### src/rtl/component_result_buffer.sv
// Credit-checked wrapper around a fixed-latency, non-stallable pipeline.
// Valid tokens travel beside the pipeline data and land in a result FIFO that the consumer can stall.
module component_result_buffer #(
  parameter int WIDTH   = 8,
  parameter int LATENCY = 4,
  parameter int DEPTH   = 8
) (
  input  logic                         clk,
  input  logic                         rst,
  input  logic                         in_valid,
  output logic                         in_ready,
  output logic                         issue_en,
  input  logic [WIDTH-1:0]             dly_data,
  output logic                         out_valid,
  input  logic                         out_ready,
  output logic [WIDTH-1:0]             out_data,
  output logic [$clog2(DEPTH+1)-1:0]   outstanding
);

  localparam int CW = $clog2(DEPTH + 1);
  localparam int PW = $clog2(DEPTH);

  logic [LATENCY-1:0] vtok;
  logic               arrive;
  logic               pop;
  logic [PW-1:0]      wr_ptr;
  logic [PW-1:0]      rd_ptr;
  logic [CW-1:0]      occ;
  logic [WIDTH-1:0]   mem [DEPTH];

  // Credit is reserved at issue, so the FIFO can never overflow on arrival.
  assign in_ready  = (outstanding < CW'(DEPTH)) & ~rst;
  assign issue_en  = in_valid & in_ready;
  assign arrive    = vtok[LATENCY-1];
  assign out_valid = (occ != '0);
  assign pop       = out_valid & out_ready;
  assign out_data  = mem[rd_ptr];

  always_ff @(posedge clk or posedge rst) begin
    if (rst) begin
      vtok <= '0;
    end else begin
      vtok[0] <= issue_en;
      for (int i = 1; i < LATENCY; i++) begin
        vtok[i] <= vtok[i-1];
      end
    end
  end

  always_ff @(posedge clk or posedge rst) begin
    if (rst) begin
      wr_ptr <= '0;
      rd_ptr <= '0;
      occ    <= '0;
    end else begin
      if (arrive) begin
        wr_ptr <= wr_ptr + PW'(1);
      end
      if (pop) begin
        rd_ptr <= rd_ptr + PW'(1);
      end
      occ <= occ + CW'(arrive) - CW'(pop);
    end
  end

  always_ff @(posedge clk or posedge rst) begin
    if (rst) begin
      for (int i = 0; i < DEPTH; i++) begin
        mem[i] <= '0;
      end
    end else if (arrive) begin
      mem[wr_ptr] <= dly_data;
    end
  end

  always_ff @(posedge clk or posedge rst) begin
    if (rst) begin
      outstanding <= '0;
    end else begin
      outstanding <= outstanding + CW'(issue_en) - CW'(pop);
    end
  end

endmodule
### config.mk
export PLATFORM = sky130hd
export DESIGN_NAME = component_result_buffer
export DESIGN_NICKNAME = d
export VERILOG_FILES = /design/src/rtl/component_result_buffer.sv
export SDC_FILE = /design/constraint.sdc
export NUM_CORES = 1
export LEC_CHECK = 0
export CORE_ASPECT_RATIO = 1.25
export CORE_UTILIZATION = 55
export CTS_BUF_LIST = sky130_fd_sc_hd__clkbuf_4
export DETAILED_ROUTE_END_ITERATION = 16
export PLACE_DENSITY = 0.84
export SYNTH_ARGS = -nofsm -noshare
export SYNTH_HDL_FRONTEND = slang
export SYNTH_SLANG_ARGS = --single-unit
### constraint.sdc
create_clock -name clk -period 2.82 [get_ports clk]
set_clock_uncertainty 0.15 [all_clocks]
set_input_delay 0.564 -clock clk [delete_from_list [all_inputs] [get_ports clk]]
set_output_delay 0.564 -clock clk [all_outputs]
set_load 0.01 [all_outputs]
# Word level (Yosys, flattened, before mapping)
# Index checks and enable logic that the tools add are counted.
# totals
register_bits,82
in_bits,12
wordCells,37
# classes
add_sub_neg,6
order_cmp,4
n_mux,6
bitwise_logic,6
n_reduce_logical,2
# op_table
op,count
64-bit bitwise mux,1
8-bit binary-select mux with 3-bit select,1
8-bit demux with 3-bit select,1
8-bit two-way mux,3
4-bit by 1-bit adder with 4-bit output,2
"4-bit greater-or-equal comparator, second input constant",2
3-bit inverter with 4-bit output,2
4-bit by 1-bit subtractor with 4-bit output,2
"3-bit by 1-bit adder with 3-bit output, second input constant",2
"4-bit by 1-bit less-than comparator with 1-bit output, second input constant",1
"4-bit less-than comparator, second input constant",1
4-bit nonzero test,1
1-bit AND,3
1-bit logical AND,1
1-bit inverter,1

# Longest topological paths before layout
# depth
ltp_word,6
depth_mapped,9

# Worst setup path after synthesis
# Ideal clock, no wire load.
# synth_timing
path_type,register to register
start,register occ[2]
end,register outstanding[2]
setup_ns,0.123
arrival_ns,2.026
t_required_ns,2.547
slack_ns,0.521
stages_incl_launch_ff,10
path_buffers,0
period_less_slack_ns,2.299
cell_sequence,dfrtp_1 inv_1 ha_1 or3b_2 nand2_2 xnor2_1 ha_1 inv_1 fa_1 xnor2_1
# synth_via
elab_chain_len,3
# synth_rtl
item,line,text
"start, declared",28,logic [CW-1:0] occ;
"start signal, assigned",62,occ <= occ + CW'(arrive) - CW'(pop);
4-bit nonzero test,35,assign out_valid = (occ != '0);
named net out_valid,14,"output logic out_valid,"
1-bit AND,36,assign pop = out_valid & out_ready;
4-bit by 1-bit subtractor with 4-bit output,80,outstanding <= outstanding + CW'(issue_en) - CW'(pop);
"end signal, assigned",80,
"end, declared",17,output logic [$clog2(DEPTH+1)-1:0] outstanding
# The timed path passes the listed nets, and every way through them passes these cells.
# A chain may end at the register's enable or synchronous reset.

# Worst setup path after layout
# layout_timing
start,register rd_ptr[0]
end,output port out_data[0]
# layout_via
elab_chain_len,4
# layout_rtl
item,line,text
"start, declared",27,logic [PW-1:0] rd_ptr;
"start signal, assigned",60,rd_ptr <= rd_ptr + PW'(1);
3-bit inverter with 4-bit output (not written as such),37,assign out_data = mem[rd_ptr];
8-bit binary-select mux with 3-bit select,37,
8-bit two-way mux (not written as such) (2 in a row),37,
"end, declared",16,"output logic [WIDTH-1:0] out_data,"
# No other way between the ends. The select of a mux whose other input is x is not followed.

==> run metrics <==
outcome=finished, final reports clean; critical path's top delay family=multiplexers; post-route DRC violation count=0; Max rail drop VDD=0.725 mV; Buf/Inv on CP=2; max incr delay on CP=0.54 ns; pre-CTS WS=0.179 ns; Die H=95.5 um; Die Span X=76.8 um; WL final=6980 um; Inst Count DP=346; pin count of the biggest net entering global routing=83; Final Instance Area=4300 um2; boundary pin count=27; die footprint=7340 um2; post-synth top area cell=dfrtp_1; n_diodes=0; measured slew at the worst slew-check pin=0.659 ns; Yosys warning count=0; Power Density=1120 nW/um2; Initial Util=0.579; RD Place Congestion=0.693; first-pass GRT wire length=11800 um; Finished Layout Cells=363; # setup viols final=0; DRT iter0 DRCs=134; CP required=2.11 ns; WHS Path Cells=0; LEAKAGE=1.90 nW; CTS tree=done; slowest cell on the critical path=mux4_1; fin. max-slew vios=0; Yosys top cell area share=0.533; Nets=296; R2R depth=9; crit-path max FO=6; layout cells sized above 1=0.453; Setup TNS Final=0 ns; Post-synth EDFFs=0; syn nets=260; Post-Synthesis Cells=237; max_cap viols=0; Post-synth ARST share=1.00; kind of end point of the critical path=primary output; clock slew at the register clock pins of the worst setup and hold paths=0.13 ns; Via density=5.80; WP data arrival=1.99 ns; fmax=0.369 GHz; CTS H-tree lvls=3; most frequent cells after synthesis=82 x dfrtp_1, 74 x mux2_2, 16 x mux4_1, 10 x inv_1, 9 x ha_1; Sink Count=82; later-pin clock latency in the skew report=0.43 ns; critical-path cell list=clkbuf_16, mux4_1, mux2_2, buf_2; hold path endpoint=vtok[1]; Initial DRT Pass Iterations=4; sequential-to-total area share from yosys stat=0.533; core area=6650 um2; unrepaired setup endpoints after global routing=no; period utilization=0.960; vias in the first global route=2244; final number of hold-violating endpoints=0; num rows=33; WL/cell=19.2 um; Global Route Usage Sum=0.224; CP Launch Type=flop; Netlist cell types=29; synthesized area=3850 um2; PortBufs=26; Synth Flop Type=dfrtp_1; Routed Antenna Nets=0; min Tclk post-route=2.71 ns; Post-DP HPWL=4370 um; total gr overflow=0; initial antenna violation count=0; r2r setup slk=0.34 ns; top post-synthesis cells by area=dfrtp_1 53%, mux2_2 22%, mux4_1 11%; hold-fix buffers at CTS=0; Pwr Total=4.81 mW; worst hold path type=reg2reg; min-delay src=vtok[0]; Clk Tree Root Cell=clkbuf_4; path type of the worst setup path=reg2out; worst setup margin=0.113 ns; detailed-route via count=2104; Rel. slew slack=0.558; Synth-to-Final Area Change=11.7%; CTS Buf Count=9; Post-DP Area=4220 um2; reg2reg start=occ[2]; most used standard cell by instance count after synthesis=dfrtp_1; Max clock buf depth=2; Syn Area/Cell=16.2 um2; Reg-to-Reg End=outstanding[2]; Crit. path cell count=4; synthesized flop and latch total=82
## how the worst max path moves through the flow
| stage | startpoint | to | slack (ns) |
|---|---|---|---|
| after CTS | rd_ptr[0] | out_data[5] | 0.01 |
| after global placement | rst | issue_en | 0.24 |
| final | rd_ptr[0] | out_data[0] | 0.11 |
| after detailed placement | rst | issue_en | 0.18 |
| after global routing | rd_ptr[0] | out_data[2] | 0.02 |
| after floorplan | occ[2] | outstanding[2] | 0.52 |
## timing repair
action | 4_1_cts | 5_1_grt
gates resized for setup | 39 | 6
gates cloned | 1 | 0
buffers inserted | 2 | 1
hold endpoints to repair | 0 | 0
setup endpoints to repair | 8 | 8
## kinds of logic (layout without fill, tap and decap cells)
logic type / Yosys count / after routing / synth area share
XOR/XNOR: 10 / 10 / 0.0228
AND/OR/NAND/NOR: 20 / 20 / 0.0436
multiplexers: 91 / 91 / 0.328
buffers and inverters: 19 / 58 / 0.0263
adder cells (fa/ha/maj): 11 / 11 / 0.0396
AO/OA/AOI/OAI: 4 / 4 / 0.00650
flip-flops: 82 / 82 / 0.533
## routing by layer
layer / wire, um / global-route usage / vias to the layer above
met5: 0 / 0 / -
met4: 126 / 0.0946 / 0
met3: 307 / 0.0689 / 11
met2: 3650 / 0.357 / 44
met1: 2890 / 0.285 / 1109
li1: - / - / 940
## sequential cells by signal, summed over array words and instances, names as in the netlist
name / count
mem: 64
occ: 4
outstanding: 4
vtok: 4
rd_ptr: 3
wr_ptr: 3
## cell type report
type / instances / area [um2]
clock buffers: 10 / 75.1
clock inverters: 4 / 45.0
fillers: 482 / 2350
inverters: 10 / 41.3
multi-input cells: 136 / 1660
flip-flops and latches: 82 / 2050
well taps: 87 / 109
repair buffers: 34 / 318
## through the flow
stage	hold slack [ns]	utilization
after detailed placement	0.188	0.635
after global placement	0.187	0.635
final	0.211	0.647
after floorplan	0.181	-
after CTS	0.217	0.653
after global routing	0.224	0.647
## power breakdown
part	switching [mW]	internal (mW)
combinational	0.762	1.29
sequential	0.402	1.72
clock	0.369	0.267
## cell usage in the layout (no fill, tap or decap), drive strengths merged
master and count:
nor3b 2, mux2 74, or3b 1, mux4 16
nand4b 3, nand3 1, dfrtp 82, nand4 1
and2 1, nor3 2, bufinv 1, clkdlybuf4s50 18
or2 2, xnor2 8, xor2 2, fa 2
clkinvlp 1, buf 13, ha 9, a21oi 2
a21o 2, clkbuf 13, inv 9, nor2 3
mux2i 1, nand2 3, clkinv 3, nand2b 1
Power figures use the tool's default switching activity.
